<file path="config.mk">
export PLATFORM = sky130hd
export DESIGN_NAME = mul_seq
export DESIGN_NICKNAME = d
export VERILOG_FILES = /design/src/rtl/mul_seq.sv
export SDC_FILE = /design/constraint.sdc
export NUM_CORES = 1
export LEC_CHECK = 0
export ABC_AREA = 0
export CAP_MARGIN = 40
export CORE_ASPECT_RATIO = 0.75
export CORE_MARGIN = 8
export CORE_UTILIZATION = 45
export CTS_BUF_LIST = sky130_fd_sc_hd__clkbuf_8 sky130_fd_sc_hd__clkbuf_16
export DETAILED_ROUTE_END_ITERATION = 16
export DONT_BUFFER_PORTS = 1
export SYNTH_ARGS = -nofsm -noshare
export SYNTH_HDL_FRONTEND = slang
export SYNTH_SLANG_ARGS = --single-unit
</file>
<file path="constraint.sdc">
create_clock -name clk -period 6.1 [get_ports clk]
set_clock_uncertainty 0.2 [all_clocks]
set_input_delay 0 -clock clk [delete_from_list [all_inputs] [get_ports clk]]
set_output_delay 0 -clock clk [all_outputs]
set_load 0.01 [all_outputs]
</file>
<file path="src/rtl/mul_seq.sv">
// Iterative radix-2 shift-add multiplier for RV32M mul/mulh/mulhsu/mulhu.
// Stalls the pipeline for 34 cycles and pulses done with the registered result.
module mul_seq #(
    parameter int XLEN = 32
) (
    input  logic            clk,
    input  logic            rst,
    input  logic            start,
    input  logic [4:0]      aluCtrl,
    input  logic            flush,
    input  logic [XLEN-1:0] srcA,
    input  logic [XLEN-1:0] srcB,
    output logic            stall,
    output logic            done,
    output logic [XLEN-1:0] result
);

    localparam logic [4:0] OP_MUL    = 5'b01010;
    localparam logic [4:0] OP_MULH   = 5'b01011;
    localparam logic [4:0] OP_MULHSU = 5'b01101;
    localparam logic [4:0] OP_MULHU  = 5'b01100;

    localparam logic [1:0] IDLE = 2'd0;
    localparam logic [1:0] CALC = 2'd1;
    localparam logic [1:0] FIX  = 2'd2;
    localparam logic [1:0] DONE = 2'd3;

    logic [1:0]        state;
    logic [2*XLEN-1:0] acc;
    logic [2*XLEN-1:0] mcand;
    logic [XLEN-1:0]   mplier;
    logic [4:0]        cnt;
    logic              neg;
    logic              low_half;

    logic              is_mul;
    logic              go;
    logic              a_sign;
    logic              b_sign;
    logic [XLEN-1:0]   a_mag;
    logic [XLEN-1:0]   b_mag;
    logic [2*XLEN-1:0] prod;

    always_comb begin
        is_mul = 1'b0;
        case (aluCtrl)
            OP_MUL, OP_MULH, OP_MULHSU, OP_MULHU: is_mul = 1'b1;
            default:                              is_mul = 1'b0;
        endcase
    end

    assign go     = start & is_mul & ~flush;
    assign a_sign = ((aluCtrl == OP_MULH) || (aluCtrl == OP_MULHSU)) & srcA[XLEN-1];
    assign b_sign = (aluCtrl == OP_MULH) & srcB[XLEN-1];
    // Magnitude of the most negative value wraps back to itself, which is correct as unsigned.
    assign a_mag  = a_sign ? (~srcA + 1'b1) : srcA;
    assign b_mag  = b_sign ? (~srcB + 1'b1) : srcB;
    assign prod   = neg ? (~acc + 1'b1) : acc;

    assign stall  = ((state == IDLE) & go) | (state == CALC) | (state == FIX);

    always_ff @(posedge clk or posedge rst) begin
        if (rst) begin
            state    <= IDLE;
            done     <= 1'b0;
            result   <= '0;
            acc      <= '0;
            mcand    <= '0;
            mplier   <= '0;
            cnt      <= '0;
            neg      <= 1'b0;
            low_half <= 1'b0;
        end else begin
            case (state)
                IDLE: begin
                    done <= 1'b0;
                    if (go) begin
                        low_half <= (aluCtrl == OP_MUL);
                        neg      <= a_sign ^ b_sign;
                        mcand    <= {{XLEN{1'b0}}, a_mag};
                        mplier   <= b_mag;
                        acc      <= '0;
                        cnt      <= '0;
                        state    <= CALC;
                    end
                end
                CALC: begin
                    if (flush) begin
                        state <= IDLE;
                    end else begin
                        if (mplier[0]) acc <= acc + mcand;
                        mcand  <= mcand << 1;
                        mplier <= mplier >> 1;
                        cnt    <= cnt + 5'd1;
                        if (cnt == 5'd31) state <= FIX;
                    end
                end
                FIX: begin
                    if (flush) begin
                        state <= IDLE;
                    end else begin
                        result <= low_half ? prod[XLEN-1:0] : prod[2*XLEN-1:XLEN];
                        done   <= 1'b1;
                        state  <= DONE;
                    end
                end
                DONE: begin
                    // The completing instruction is still in EX, so start is not looked at here.
                    done  <= 1'b0;
                    state <= IDLE;
                end
                default: begin
                    done  <= 1'b0;
                    state <= IDLE;
                end
            endcase
        end
    end

endmodule

</file>
# --- After elaboration in Yosys (flattened, before gate mapping) ---
# Index checks and enable logic that the tools add are counted.
classes:
  add_sub_neg: 5
  n_eq_ne: 13
  n_mux: 25
  n_bitwise: 12
  n_reduce_logical: 12
ops:
  columns: ["operator", "n"]
  rows:
  - ["$mux W64", 6]
  - ["$pmux W64 S2", 2]
  - ["$mux W32", 5]
  - ["$add A32 B1 Y32 const B", 2]
  - ["$add A64 B1 Y64 const B", 1]
  - ["$add A64 B64 Y64", 1]
  - ["$not A32 Y32", 2]
  - ["$not A64 Y64", 1]
  - ["$pmux W32 S2", 1]
  - ["$eq A5 B4 Y1 const B", 4]
  - ["$mux W5", 2]
  - ["$pmux W5 S2", 1]
  - ["$mux W2", 4]
  - ["$ne A2 B2 Y1 const B", 4]
  - ["$pmux W2 S4", 1]
  - ["$reduce_and A2 Y1", 4]
  - ["$add A5 B1 Y5 const B", 1]
  - ["$and A1 B1 Y1", 5]
  - ["$eq A5 B5 Y1 const B", 1]
  - ["$eq A2 B2 Y1 const B", 2]
  - ["$reduce_and A4 Y1", 1]
  - ["$reduce_bool A2 Y1", 2]
  - ["$reduce_or A4 Y1", 1]
  - ["$ne A3 B2 Y1 const B", 1]
  - ["other kinds (10)", 12]
word_totals:
  regBits: 202
  inputBits: 73
  output_inout_bits: 34
  wordCells: 76

# --- Logic depth before layout (Yosys ltp) ---
logic_depth:
  depth_word: 8
  depth_mapped: 13
  mapped_depth_nobuf: 13

# --- Worst setup path after synthesis ---
# OpenSTA, ideal clock, no wires.
synth_path:
  kind: "flip-flop to flip-flop"
  from: "register acc[12]"
  to: "register result[26]"
  setup_ns: 0.132
  t_arrival_ns: 3.075
  path_slack_ns: 2.693
  path_stages_with_launch: 11
  n_path_buf: 0
  period_less_slack_ns: 3.407
  cell_sequence: "dfrtp_1 or4_4 nor4b_4 or4b_4 or4_4 or3_4 o41ai_2 xor2_1 nor2_1 a21oi_1 o21ai_1"
synth_via:
  elab_chain_cells: 4
synth_lines:
  columns: ["element", "line_no", "text"]
  rows:
  - ["start, declared", "29", "logic [2*XLEN-1:0] acc;"]
  - ["start signal, assigned", "91", "if (mplier[0]) acc <= acc + mcand;"]
  - ["$not A64 Y64", "58", "assign prod = neg ? (~acc + 1'b1) : acc;"]
  - ["$add A64 B1 Y64", "58", null]
  - ["$mux W64", "58", null]
  - ["$mux W32", "102", "result <= low_half ? prod[XLEN-1:0] : prod[2*XLEN-1:XLEN];"]
  - ["end signal, assigned", "102", null]
  - ["end, declared", "15", "output logic [XLEN-1:0] result"]
# Every way passes these cells.
# A chain may end at the register's enable or synchronous reset.

# --- Worst setup path in the final report ---
layout_path:
  from: "register acc[0]"
  to: "register acc[60]"
layout_via:
  elab_chain_cells: 4
layout_lines:
  columns: ["element", "line_no", "text"]
  rows:
  - ["$add A64 B64 Y64", "91", null]
  - ["$mux W64", "91", null]
  - ["$mux W64", "88", "if (flush) begin"]
  - ["$pmux W64 S2", "74", "case (state)"]
# Every way passes these cells. The select of a mux whose other input is x is not followed.

==> results.py <==
metrics = {
    "critical_path": {
        "critical_path_class": "register to register",
        "slowest_stage": "o21ai_0",
        "worstPathCellList": "ha_1 > inv_1 > fa_1 > nand2b_1 > a21oi_1 > o2111ai_1 > o21ai_0 > a21oi_1 > o21ai_1 > a41o_1 > a211oi_1 > or4b_1 > nand3_1",
        "cp_common_cell": "a21oi_1",
        "startpoint_type": "register",
        "critPathMaxStageDelay_ns": 0.47,
        "cp.required_ns": 6.36,
        "cp.arrival_ns": 4.53,
        "end_kind": "register",
        "worstPathMaxFanout": 5,
    },
    "layout": {
        "finalNetCount": 1966,
        "syn_to_final_growth_pct": 16.6,
        "drive_gt1_frac": 0.0495,
    },
    "drt": {
        "vias": 13400,
        "drt_wl_total_um": 43800,
        "wl_per_cell_um": 19.5,
        "first_pass_iters": 5,
        "drtAntennaViolNets": 0,
        "route.detailed.drc": 0,
        "vias_per_cell": 5.96,
        "first_iter_violations": 1262,
    },
    "timing": {
        "period_share": 0.700,
        "drv_slew": 0,
        "maxSlewHeadroom": 0.410,
        "fmax_mhz": 234,
        "setup_tns_ns": 0,
        "rsz0062_at_grt": "false",
        "hold_viol": 0,
        "final.min_clock_period_ns": 4.27,
        "tightest_slew_ns": 0.884,
        "setup_viol": 0,
    },
    "yosys": {
        "synth_area_um2": 14400,
        "synth_enable_flop_cells": 0,
        "postSynthAreaPerCell_um2": 8.22,
        "ys_ff_latch": 202,
        "synth_common_cells": "nand2_1, o21ai_0, dfrtp_1",
        "async_flop_share": 1.00,
        "ys_types": 78,
        "synth_ff_type": "dfrtp_1",
        "synth_top_area_cell": "dfrtp_1",
        "netlist_instances": 1754,
        "ys_warn_count": 0,
        "synth_nets": 1899,
        "yosysMostFrequentCell": "nand2_1",
        "synth_top_cell_area_share": 0.351,
        "seq_area_frac_synth": 0.351,
        "synth_area_leaders": "dfrtp_1, o21ai_0, nand2_1, ha_1, a21oi_1",
    },
    "placed_design": {
        "gp_congestion": 0.952,
        "dpl.hpwl_um": 31600,
        "portBuffers": 0,
    },
    "min_path": {
        "hp-class": "primary input to register",
    },
    "clock_network": {
        "clkTransAtPathRegs_ns": 0.07,
        "post_cts_resized": 0,
        "clkSinkCount": 202,
        "htree_num_levels": 1,
        "clkLatencyLatePin_ns": 0.53,
        "clockRootBuffer": "clkbuf_16",
        "clock_path_buffers": 3,
        "cts_buffers": 22,
        "cts_tree": "built",
    },
    "floorplan": {
        "die_h_um": 171,
        "die_x_um": 223,
        "rows": 56,
        "pin_count": 107,
        "start_util": 0.459,
        "core_um2": 31400,
        "die-area_um2": 38100,
    },
    "power_and_ir_drop": {
        "power.leakage_nw": 7.18,
        "powerDensity_nw_per_um2": 424,
        "p_total_mw": 7.13,
        "vdd_ir_drop_max_uv": 307,
    },
    "status": {
        "outcome": "completed",
    },
    "global_routing": {
        "grt_pass1_vias": 12500,
        "antenna_found_initial": 1,
        "grt_max_degree": 128,
        "track_usage": 0.225,
        "grt_overflow": 0,
        "grt_first_pass_wirelength_um": 70200,
    },
    "flow_run": {
        "cap_violations": 0,
    },
}
==> metal layers <==
metal | vias up | GRT usage | wire length (um) | part of all wire
li1 | 6478 | - | - | -
met1 | 6463 | 0.342 | 22000 | 0.50
met2 | 371 | 0.334 | 18500 | 0.42
met3 | 65 | 0.0305 | 2460 | 0.056
met4 | 0 | 0.0471 | 829 | 0.019
met5 | - | 0 | 0 | 0
==> worst max-delay path: cells and delay by family, from the launching register on <==
family	cells	cell delay (ns)
flip-flops	1	0.42
buffers and inverters	1	0.06
AND/OR/NAND/NOR	3	0.75
adder cells (fa/ha/maj)	2	0.59
AO/OA/AOI/OAI	7	2.18
==> sequential cells by signal, indices dropped and copies added, names as in the netlist <==
name      flops
acc          64
cnt           5
done          1
low_half      1
mcand        64
mplier       32
neg           1
result       32
state         2
==> layout make-up <==
class / count / area (um2)
fill: 2936 / 14600
multi-input combinational: 1439 / 8970
sequential: 202 / 5060
timing repair buffer: 131 / 1380
clock buffer: 28 / 644
tap: 406 / 508
clock inverter: 12 / 144
inverter: 25 / 101
antenna: 1 / 2.50
==> stage by stage <==
| step | std cells | cell area (um2) | setup WS, ns | utilization | hold slack (ns) |
|---|---|---|---|---|---|
| 2_1_floorplan | 1754 | 14400 | 0.389 | - | -0.0982 |
| 3_3_place_gp | 2083 | 14700 | 2.11 | 0.469 | -0.281 |
| 3_5_place_dp | 2088 | 14800 | 1.96 | 0.473 | -0.277 |
| 4_1_cts | 2243 | 16800 | 1.93 | 0.535 | 0.0141 |
| 5_1_grt | 2244 | 16800 | 1.63 | 0.535 | 0.0531 |
| 6_report | 2244 | 16800 | 1.83 | 0.535 | 0.0363 |
==> worst paths after layout <==
path | start | end | slack (ns) | cells after the start
min in group asynchronous | rst | acc[14] | 0.39 | 4
worst max register to register | acc[0] | acc[60] | 1.83 | 13
worst min-delay path | aluCtrl[3] | state[0] | 0.04 | 5
worst max-delay path | acc[0] | acc[60] | 1.83 | 13
worst min register to register | mplier[2] | mplier[2] | 0.28 | 2
max in group asynchronous | rst | acc[44] | 4.64 | 5
==> kinds of logic after synthesis <==
family	count (synthesis)	share of synthesized area
AOI/OAI and AO/OA	623	0.262
and+or+nand+nor	562	0.182
muxes	11	0.00807
DFF	202	0.351
adders and majority gates	72	0.0630
buffers and inverters	113	0.0302
xor gates and xnor gates	171	0.104
==> report_power, final <==
group	internal, mW	switching, mW
clock network	0.875	0.589
registers	1.72	0.428
logic	1.25	2.26
total	3.85	3.28
==> layout by cell type (no fill, tap or decap), drive strengths merged, types with 15 or more instances in the layout <==
cell type,netlist,layout
dfrtp,202,202
xnor2,71,71
o21ai,247,247
o31ai,35,35
clkbuf,79,28
buf,9,17
nor3,25,25
xor2,100,100
a21o,30,30
or4,15,15
or3,20,20
a22o,38,38
nand3,17,17
dlygate4sd3,0,114
o41ai,23,23
nor2,122,122
nand2,268,268
a21oi,175,175
ha,71,71
inv,25,26
==> timing repair <==
action	4_1_cts	5_1_grt
hold buffers	115	0
buffers inserted	0	0
hold endpoints to repair	312	0
No activity file was read; power rests on OpenSTA's default activity.
